### src/rtl/count_cdc_rx.sv
// Receives a Gray-coded counter from a foreign clock domain. It synchronizes and
// decodes the counter, then reports accepted increments, a running total and step errors.
module count_cdc_rx #(
   parameter int WIDTH       = 16,
   parameter int SYNC_STAGES = 2,
   parameter int MAX_STEP    = 1
) (
   input  logic             clock,
   input  logic             reset_n,
   input  logic [WIDTH-1:0] gray_in,
   input  logic             clear,
   output logic [WIDTH-1:0] count,
   output logic [WIDTH-1:0] delta,
   output logic             upd,
   output logic             step_err,
   output logic [31:0]      total
);

   typedef enum logic [1:0] {FILL, BASE, RUN} state_t;

   localparam int SUM_W = ((WIDTH > 32) ? WIDTH : 32) + 1;

   state_t           state_q, state_d;
   logic [2:0]       fill_cnt_q, fill_cnt_d;
   logic [WIDTH-1:0] sync_q [SYNC_STAGES];
   logic [WIDTH-1:0] decoded;
   logic [WIDTH-1:0] diff;
   logic [SUM_W-1:0] sum;
   logic [WIDTH-1:0] count_d, delta_d;
   logic             upd_d, step_err_d;
   logic [31:0]      total_d;

   // Plain flop chain; gray_in is only ever observed through its last stage
   always_ff @(posedge clock or negedge reset_n) begin
      if (!reset_n) begin
         for (int i = 0; i < SYNC_STAGES; i++) sync_q[i] <= '0;
      end else begin
         sync_q[0] <= gray_in;
         for (int i = 1; i < SYNC_STAGES; i++) sync_q[i] <= sync_q[i-1];
      end
   end

   always_comb begin
      decoded = '0;
      decoded[WIDTH-1] = sync_q[SYNC_STAGES-1][WIDTH-1];
      for (int i = WIDTH - 2; i >= 0; i--) decoded[i] = decoded[i+1] ^ sync_q[SYNC_STAGES-1][i];
   end

   assign diff = decoded - count;
   assign sum  = SUM_W'(total) + SUM_W'(diff);

   // Next-state and output logic; clear always overrides a pending update
   always_comb begin
      state_d    = state_q;
      fill_cnt_d = fill_cnt_q;
      count_d    = count;
      delta_d    = delta;
      upd_d      = 1'b0;
      step_err_d = step_err;
      total_d    = total;
      case (state_q)
         FILL: begin
            fill_cnt_d = fill_cnt_q + 3'd1;
            if (fill_cnt_q == 3'(SYNC_STAGES - 1)) begin
               state_d    = BASE;
               fill_cnt_d = '0;
            end
            if (clear) begin
               total_d    = '0;
               step_err_d = 1'b0;
            end
         end
         BASE: begin
            if (clear) begin
               total_d    = '0;
               step_err_d = 1'b0;
            end else begin
               count_d = decoded;
               state_d = RUN;
            end
         end
         RUN: begin
            if (clear) begin
               total_d    = '0;
               step_err_d = 1'b0;
               state_d    = BASE;
            end else if (diff != '0) begin
               count_d = decoded;
               delta_d = diff;
               upd_d   = 1'b1;
               total_d = (sum > SUM_W'(32'hFFFF_FFFF)) ? 32'hFFFF_FFFF : sum[31:0];
               if (SUM_W'(diff) > SUM_W'(MAX_STEP)) step_err_d = 1'b1;
            end
         end
         default: state_d = FILL;
      endcase
   end

   always_ff @(posedge clock or negedge reset_n) begin
      if (!reset_n) begin
         state_q    <= FILL;
         fill_cnt_q <= '0;
         count      <= '0;
         delta      <= '0;
         upd        <= 1'b0;
         step_err   <= 1'b0;
         total      <= '0;
      end else begin
         state_q    <= state_d;
         fill_cnt_q <= fill_cnt_d;
         count      <= count_d;
         delta      <= delta_d;
         upd        <= upd_d;
         step_err   <= step_err_d;
         total      <= total_d;
      end
   end

endmodule

### config.mk
export PLATFORM = sky130hd
export DESIGN_NAME = count_cdc_rx
export DESIGN_NICKNAME = d
export VERILOG_FILES = /design/src/rtl/count_cdc_rx.sv
export SDC_FILE = /design/constraint.sdc
export NUM_CORES = 1
export LEC_CHECK = 0
export ABC_AREA = 1
export CAP_MARGIN = 40
export CELL_PAD_IN_SITES_DETAIL_PLACEMENT = 1
export CELL_PAD_IN_SITES_GLOBAL_PLACEMENT = 2
export CORE_MARGIN = 2
export CORE_UTILIZATION = 30
export CTS_CLUSTER_DIAMETER = 50
export CTS_CLUSTER_SIZE = 14
export DETAILED_ROUTE_END_ITERATION = 8
export PLACE_DENSITY = 0.82
export SYNTH_ARGS = -nofsm -noshare
export SYNTH_HDL_FRONTEND = slang
export SYNTH_SLANG_ARGS = --single-unit
### constraint.sdc
create_clock -name clock -period 5.77 [get_ports clock]
set_input_delay 1.731 -clock clock [delete_from_list [all_inputs] [get_ports clock]]
set_output_delay 1.731 -clock clock [all_outputs]
set_load 0.01 [all_outputs]
Yosys cells after proc, flatten, opt, wreduce, memory -nomap -nowiden
Cells that the tools add are included.
{ "totals": {"reg_bits": 103, "inputBits": 19, "out_inout_bits": 66, "elab_cells": 73} }
{ "classes": {"add_sub_neg": 3, "order_cmp": 2, "eq_ne": 11, "n_mux": 22, "bitwise_logic": 16, "reduce_logical": 10} }
{ "ops": {"columns": ["op", "n"], "rows": [
  ["2-to-1 mux 32 bit", 4],
  ["one-hot mux 32 bit (2 select lines)", 1],
  ["2-to-1 mux 16 bit", 3],
  ["adder 32 x 16 -> 33 bit", 1],
  ["> comparator 33 x 32 -> 1 bit, second input constant", 1],
  ["one-hot mux 16 bit (2 select lines)", 1],
  ["> comparator 16 x 1 -> 1 bit, second input constant", 1],
  ["nonzero test 16 bit", 1],
  ["subtractor 16 bit", 1],
  ["XOR 1 bit", 15],
  ["!= test 2 bit, second input constant", 5],
  ["AND reduction 3 bit", 3],
  ["AND reduction 4 bit", 2],
  ["2-to-1 mux 1 bit", 7],
  ["2-to-1 mux 2 bit", 3],
  ["!= test 3 bit, second input constant", 2],
  ["one-hot mux 2 bit (3 select lines)", 1],
  ["nonzero test 2 bit", 2],
  ["adder 3 x 1 -> 3 bit, second input constant", 1],
  ["equality test 3 x 1 -> 1 bit, second input constant", 1],
  ["2-to-1 mux 3 bit", 1],
  ["equality test 2 x 1 -> 1 bit, second input constant", 1],
  ["equality test 2 bit, second input constant", 1],
  ["logical NOT 2 bit", 1],
  ["4 further kinds", 4]
]} }

Logic depth before layout (Yosys ltp)
Gate-level depths: netlist (run 1).
{ "logic_depth": {"word_depth": 22, "ltp_mapped": 51, "ltp_nobuf": 51} }

Least setup slack after synthesis (run 1)
Ideal clock, no wire load.
{ "synth_path": {"path_type": "register to register", "startpoint": "register sync_q, in the netlist decoded[15]", "endpoint": "register total[25]", "setup_ps": 66, "arrival_time_ps": 5535, "required_time_ps": 5704, "setup_slack_ps": 169, "stages_incl_launch_ff": 50, "path_buffers": 1, "synth_period_minus_slack_ps": 5601, "path_cell_list": "dfrtp_1 -> inv_2 -> nand2_2 -> nand3_2 -> nand2_2 -> nand2_2 -> nand3_2 -> nand2_2 -> nand2_1 -> nand3_2 -> nand2_2 -> nand2_2 -> nand3_2 -> nand3_1 -> nand3_2 -> nand3_1 -> nand3_2 -> nand2_4 -> [14 not listed] -> ha_1 -> nand2_1 -> inv_1 -> nand4_1 -> nand3_1 -> nand3_1 -> nand2_1 -> a21boi_1 -> o21ai_2 -> nand2_1 -> nand2_2 -> nand4_2 -> nor2_4 -> nand4_4 -> clkinv_2 -> clkbuf_2 -> o21ai_0 -> nand2_1"} }
{ "synth_via": {"elab_chain_len": 22, "elab_cells_between_ends": 25, "classes_between": "2 x add/sub; 1 x order compare; 1 x eq/ne; 4 x mux; 15 x bitwise; 2 x reduce/logical"} }
{ "synth_lines": {"columns": ["element", "line", "rtl"], "rows": [
  ["from (decl)", "25", "logic [WIDTH-1:0] sync_q [SYNC_STAGES];"],
  ["XOR 1 bit * (9 in a row)", "46", "for (int i = WIDTH - 2; i >= 0; i--) decoded[i] = decoded[i+1] ^ sync_q[SYNC_STAGES-1][i];"],
  ["XOR 1 bit (6 in a row)", "46", null],
  ["subtractor 16 bit *", "49", "assign diff = decoded - count;"],
  ["named net diff[6]", "27", "logic [WIDTH-1:0] diff;"],
  ["adder 32 x 16 -> 33 bit", "50", "assign sum = SUM_W'(total) + SUM_W'(diff);"],
  ["> comparator 33 x 32 -> 1 bit", "91", "total_d = (sum > SUM_W'(32'hFFFF_FFFF)) ? 32'hFFFF_FFFF : sum[31:0];"],
  ["2-to-1 mux 32 bit", "91", null],
  ["2-to-1 mux 32 bit", "87", "end else if (diff != '0) begin"],
  ["2-to-1 mux 32 bit", "83", "if (clear) begin"],
  ["one-hot mux 32 bit (2 select lines)", "61", "case (state_q)"],
  ["to (signal assigned)", "115", "total <= total_d;"],
  ["to (decl)", "16", "output logic [31:0] total"]
]} }
Mark *: on every way through the listed nets, which the timed path passes. The rest lies on a longest branch. The select of a mux whose other input is x is not followed.
A chain may end at the register's enable or synchronous reset.

Final worst setup path (run 1)
{ "layout_path": {"startpoint": "register sync_q, in the netlist decoded[15]", "endpoint": "register total[30]"} }
Same word-level chain as after synthesis.

==> results of run 1 <==
## report_power, final
part	internal (mW)	switching [mW]
Sequential	0.891	0.149
Combinational	1.31	1.53
Clock	0.355	0.302
## path summary, 6_finish.rpt
kind / startpoint / endpoint / slack, ns / depth (start not counted)
min: sync_q[24]$_DFF_PN0_ / sync_q[8]$_DFF_PN0_ / 0.35 / 0
max in group asynchronous: reset_n / total[31]$_DFFE_PN0P_ / 3.72 / 2
max reg2reg: decoded[15]$_DFF_PN0_ / total[30]$_DFFE_PN0P_ / -0.20 / 52
min reg2reg: sync_q[24]$_DFF_PN0_ / sync_q[8]$_DFF_PN0_ / 0.35 / 0
max: decoded[15]$_DFF_PN0_ / total[30]$_DFFE_PN0P_ / -0.20 / 52
min in group asynchronous: reset_n / sync_q[28]$_DFF_PN0_ / 1.30 / 1
## through the flow
stage	power [mW]	setup slack (ns)	hold slack [ns]	instance area, sq um	cells
3_3_place_gp	3.40	-0.00690	0.335	7200	1047
2_1_floorplan	2.50	0.169	0.331	5800	679
5_1_grt	4.91	-0.645	0.357	8430	1107
6_report	4.54	-0.199	0.351	8430	1107
3_5_place_dp	3.49	-0.338	0.336	7230	1048
4_1_cts	4.32	-0.195	0.354	7970	1089
## registers in the layout, indices dropped and copies added (netlist names)
signal / flops
step_err: 1
state_q: 2
total: 32
count: 16
upd: 1
fill_cnt_q: 3
delta: 16
sync_q: 31
decoded: 1
## logic make-up (layout without fill, tap and decap cells)
kind of cell               count (synthesis)  count (layout)  synth area share
AOI/OAI and AO/OA                        134             134             0.127
xor gates and xnor gates                  43              43            0.0649
adders and majority gates                 34              34            0.0759
buffers and inverters                    109             277            0.0742
DFF                                      103             103             0.444
and+or+nand+nor                          256             256             0.213
## critical path, delay by kind of cell (launching register included)
family | cells | cell delay [ns]
XOR/XNOR | 1 | 0.21
AO/OA/AOI/OAI | 6 | 0.68
flip-flops | 1 | 0.44
adder cells (fa/ha/maj) | 3 | 0.84
AND/OR/NAND/NOR | 36 | 3.08
buffers and inverters | 6 | 0.54
## repair_timing
action	CTS	global route
setup buffers	25	18
gates cloned	0	0
pin swaps	34	56
resized for setup	55	94
setup endpoints to repair	32	65
## layout make-up
cell class,instances,area (sq um),area share
tap,260,325,0.0386
inverter,93,354,0.0420
clock inverter,6,72.6,0.00861
sequential,103,2580,0.306
multi-input combinational,467,3310,0.392
clock buffer,10,239,0.0284
timing repair buffer,168,1550,0.184
## per-layer routing
layer,routed length (um),vias to the layer above
li1,-,2549
met1,7710,2611
met2,9270,66
met3,435,21
met4,274,0
met5,0,-
## placed cells by master, fill, tap and decap left out, drive strengths merged
cell,instances
nand2,154
nor2,22
nor4b,1
a31oi,5
clkdlybuf4s50,83
o21ai,81
a21boi,2
or2,1
clkbuf,10
nor4,3
nand4,6
a211oi,1
clkinv,1
xor2,32
nor3,7
a21oi,33
a21o,3
clkinvlp,1
o21bai,5
fa,2
inv,96
dfrtp,103
ha,32
nand3,61
o211ai,1
nand3b,1
o31ai,3
xnor2,11
buf,85
bufinv,1
==> impl_metrics.ini, run 1 <==
[critical_path]
worstPathMaxFanout = 4
max_stage_delay_ns = 0.44
timing.critical_path.mode_cell = nand2_4
critPathLaunchType = flop
worst-setup-path-type = reg2reg
worstPathRequired_ns = 5.98
crit_arrival_ns = 6.18
cpMaxStageDelayCell = dfrtp_1
end_kind = flop

[route]
vias = 5247
drt-initial-drc-count = 160
vias_per_cell = 4.74
wl_per_cell_um = 16.0
drcViolationCount = 0
first_pass_iters = 4
routed_wirelength_um = 17700
antenna_left = 0

[global_route]
overflow = 0
grt_pass1_vias = 5677
grt_start_max_net_pins = 50
grtUsageMet3 = 0.0252
met1_usage = 0.213
met2_usage = 0.321
antenna_found_initial = 0
gr-max-usage-layer = met2
grt.total_usage = 0.176
grt_pass1_wl_um = 28600

[synthesis]
yosysMostFrequentCell = nand2_1
yosysUniqueCellTypes = 42
synth_top_area_frac = 0.444
synth_flop_cell = dfrtp_1
synth_edf_count = 0
netlist_area_sq_um = 5800
yosys-top-cells-area = dfrtp_1 44%, nand2_1 8.7%, ha_1 6.9%
synth_area_per_cell_sq_um = 8.54
yosysSeqAreaShare = 0.444
synth_cells = 679
ys_seq_elements = 103
synth_area_leader_cell = dfrtp_1
synth_warnings = 0
netlist_top_cells_count = 135 x nand2_1, 103 x dfrtp_1, 91 x inv_1
synth_nets = 732
synthArstFlopShare = 1.00

[final_layout]
fillers = 2159
nets = 895
area_delta_synth_final_pct = 45.2
drive_gt1_frac = 0.247
diodes = 0
final_util = 0.448

[sta]
hold_viol = 0
max_freq_ghz = 0.168
fin_ws_ns = -0.199
finalCritPeriodShare = 1.03
fin_skew_ns = 0.0130
relSlewSlack = 0.401
setup_tns_ns = -4.75
worstMarginPinSlew_ns = 0.897
finalMaxSlewViolations = 0
period_minus_slack_ns = 5.97
setup_violations = 32
rsz0062_at_grt = yes

[floorplan]
fp.dieW_um = 143
dieArea_sq_um = 20500
rows = 50
core_sq_um = 18800
dieHeight_um = 143
pin_count = 85
initial_core_util = 0.308

[placed_design]
io_buffer_count = 84
dp_hpwl_um = 12500
place.gp.congestion = 0.802

[cts]
hold_buffers = 0
cts_tree = done
cts_max_path_buffers = 2
clockRootBuffer = clkbuf_16
cts_made_buffers = 9
htree_num_levels = 3
cts.sinks = 103
clkLatencyLatePin_ns = 0.36
path_clk_slew_ns = 0.08

[pwr]
powerDensity_nw_per_um2 = 538
power.leakage_nw = 4.09
peakVddDrop_mv = 0.221

[outcome]
violations = negative setup slack
status = finished, violations left

[min_path]
hp-class = reg2reg

[run]
max_cap_viol_count = 0
(Power assumes the default switching activity.)
==> run 2: changes to the inputs <==
--- a/config.mk
+++ b/config.mk
@@ -5,16 +5,16 @@
 export SDC_FILE = /design/constraint.sdc
 export NUM_CORES = 1
 export LEC_CHECK = 0
-export ABC_AREA = 1
 export CAP_MARGIN = 40
 export CELL_PAD_IN_SITES_DETAIL_PLACEMENT = 1
 export CELL_PAD_IN_SITES_GLOBAL_PLACEMENT = 2
 export CORE_MARGIN = 2
-export CORE_UTILIZATION = 30
+export CORE_UTILIZATION = 32
 export CTS_CLUSTER_DIAMETER = 50
 export CTS_CLUSTER_SIZE = 14
 export DETAILED_ROUTE_END_ITERATION = 8
 export PLACE_DENSITY = 0.82
+export SLEW_MARGIN = 30
 export SYNTH_ARGS = -nofsm -noshare
 export SYNTH_HDL_FRONTEND = slang
 export SYNTH_SLANG_ARGS = --single-unit
==> run 2 against run 1 <==
Net effect:
- highest routed layer unchanged
- the run still ends with negative setup slack left
- utilization rose by 5.4 points
- worst hold slack got worse by 0.0035 ns
- setup slack got worse by 0.073 ns
- wire length rose by 5.6%
- flip-flop and latch count did not move
- critical path type unchanged
- register-to-register slack got worse by 0.07 ns
- critical path depth fell by 22
- cell count fell by 11%
==> impl_metrics.ini, run 2 <==
[placed_design]
dpl_worst_slack_ns = -0.349
dp_hpwl_um = 12500
io_buffer_count = 84
place.gp.congestion = 0.829

[critical_path]
end_kind = flop
rr_endpoint = total[12]$_DFFE_PN0P_
worstPathRequired_ns = 6.08
ff2ff_path_depth = 30
r2r_setup_slack_ns = -0.27
worstPathMaxFanout = 5
cpMaxStageDelayCell = dfrtp_1
cpLargestDelayFamily = XOR/XNOR gates
crit_arrival_ns = 6.35
timing.critical_path.mode_cell = xnor2_2
r2r-start = decoded[15]$_DFF_PN0_
critPathBufInv = 5
worst-setup-path-type = reg2reg
critPathLaunchType = flop
max_stage_delay_ns = 0.42

[floorplan]
initial_core_util = 0.329
fp.dieW_um = 138
dieHeight_um = 138
pin_count = 85
rows = 48
dieArea_sq_um = 19000
core_sq_um = 17400

[synthesis]
synth_xor_area_frac = 0.0801
yosys.area_share.adder = 0.0770
netlist_area_sq_um = 5720
synth_edf_count = 0
synth_top_family_by_area = compound AO/OA/AOI/OAI gates
yosysUniqueCellTypes = 64
synth_compound_area_frac = 0.167
synth_area_per_cell_sq_um = 10.5
synthArstFlopShare = 1.00
synth_top_area_frac = 0.451
synthSimpleGateAreaFrac = 0.124
yosysMostFrequentCell = dfrtp_1
synth_nets = 599
synth_flop_cell = dfrtp_1
synth.area.mux_share = 0.0619
yosysSeqAreaShare = 0.451
yosys-top-cells-area = dfrtp_1 45%, ha_1 7.0%, mux2_2 5.3%
netlist_top_cells_count = 103 x dfrtp_1, 49 x nand2_1, 36 x inv_1
synth_warnings = 0
synth_cells = 546
ys_seq_elements = 103
synth_area_leader_cell = dfrtp_1

[sta]
relSlewSlack = 0.606
rsz0062_at_grt = yes
max_freq_ghz = 0.166
finalMaxSlewViolations = 0
fin_skew_ns = 0.0119
setup_violations = 32
worstMarginPinSlew_ns = 0.589
hold_viol = 0
fin_ws_ns = -0.272
finalCritPeriodShare = 1.05
period_minus_slack_ns = 6.04

[final_layout]
drive_gt1_frac = 0.326
multiInputGateArea_sq_um = 3390
diodes = 0
final_common_cell = buf_4
nets = 806
fillers = 1836
register_area_sq_um = 2580
top_register = total
largest_register_ffs = 32
area_delta_synth_final_pct = 52.1
reg.largest.list = total x32, sync_q x31
final_cell_mix = 114 x buf_4, 103 x dfrtp_1, 83 x clkdlybuf4s50_1

[outcome]
status = finished, violations left
violations = negative setup slack

[route]
vias = 5040
first_pass_iters = 4
vias_per_cell = 5.13
antenna_left = 0
drcViolationCount = 0
drt-initial-drc-count = 260
routed_wirelength_um = 18700
wl_per_cell_um = 19.0

[run]
max_cap_viol_count = 0

[global_route]
grt_pass1_wl_um = 29200
grt_pass1_vias = 5471
grt.total_usage = 0.201
antenna_found_initial = 0
grt_start_max_net_pins = 49
overflow = 0

[min_path]
hp-class = reg2reg
worstHoldStart = sync_q[28]$_DFF_PN0_
hold_depth = 0
min_to = sync_q[12]$_DFF_PN0_

[cts]
clkLatencyLatePin_ns = 0.37
cts_tree = done
path_clk_slew_ns = 0.08
htree_num_levels = 3
cts_made_buffers = 9
clockRootBuffer = clkbuf_16
cts.sinks = 103
cts_max_path_buffers = 2
hold_buffers = 0
[run 2: cell count changes after synthesis, moves of 13 or more]
cell and delta:
a22o_1 +15, inv_1 -55, mux2_2 +27, nand2_1 -86
nand2_2 -17, nand3_1 -32, nand3_2 -13, o21ai_0 -43
o21ai_1 -13, xor2_1 -16
[run 2: layout make-up]
| class | instances | area share |
|---|---|---|
| well taps | 225 | 0.0324 |
| clock inverters | 7 | 0.0125 |
| inverters | 38 | 0.0167 |
| clock buffers | 9 | 0.0259 |
| multi-input cells | 390 | 0.389 |
| flip-flops and latches | 103 | 0.296 |
| repair buffers | 211 | 0.227 |
[run 2: worst max path at each step]
stage	startpoint	endpoint	slack (ns)	cells after the start
2_1_floorplan	decoded[15]$_DFF_PN0_	total[15]$_DFFE_PN0P_	-0.05	30
3_3_place_gp	sync_q[14]$_DFF_PN0_	count[10]$_DFFE_PN0P_	-0.17	26
6_report	decoded[15]$_DFF_PN0_	total[12]$_DFFE_PN0P_	-0.27	30
3_5_place_dp	sync_q[14]$_DFF_PN0_	total[18]$_DFFE_PN0P_	-0.35	29
5_1_grt	decoded[15]$_DFF_PN0_	total[12]$_DFFE_PN0P_	-0.60	30
4_1_cts	decoded[15]$_DFF_PN0_	total[12]$_DFFE_PN0P_	-0.13	29
[run 2: logic make-up (layout without fill, tap and decap cells)]
logic type	Yosys count	count (layout)
AND/OR/NAND/NOR	147	148
AO/OA/AOI/OAI	134	134
flip-flops	103	103
buffers and inverters	54	265
XOR/XNOR	42	42
adder cells (fa/ha/maj)	34	34
multiplexers	32	32
[run 2: what timing repair did]
item | in CTS | in global routing
gates cloned | 4 | 1
buffers inserted | 24 | 17
resized for setup | 47 | 36
pin swaps | 27 | 39
endpoints found under the setup margin | 64 | 64
[run 2: through the flow]
step | cell area [sq um] | utilization | hold slack (ns) | setup TNS, ns | cells
4_1_cts | 8400 | 0.484 | 0.353 | -2.17 | 966
3_5_place_dp | 7580 | 0.437 | 0.336 | -13.36 | 922
5_1_grt | 8700 | 0.501 | 0.359 | -21.00 | 983
3_3_place_gp | 7560 | 0.435 | 0.332 | -6.85 | 921
6_report | 8700 | 0.501 | 0.348 | -6.79 | 983
2_1_floorplan | 5870 | - | 0.331 | -0.102 | 546
[run 2: per-layer routing]
| layer | GRT usage | routed length (um) | vias to the layer above |
|---|---|---|---|
| met3 | 0.0342 | 703 | 32 |
| met5 | 0 | 0 | - |
| met1 | 0.256 | 8120 | 2529 |
| li1 | - | - | 2383 |
| met4 | 0.0871 | 565 | 0 |
| met2 | 0.336 | 9310 | 96 |
Power of run 2 is left out: the tool's default activity adds up to more than one toggle a clock period on the data nets, which glitch-free logic cannot reach.
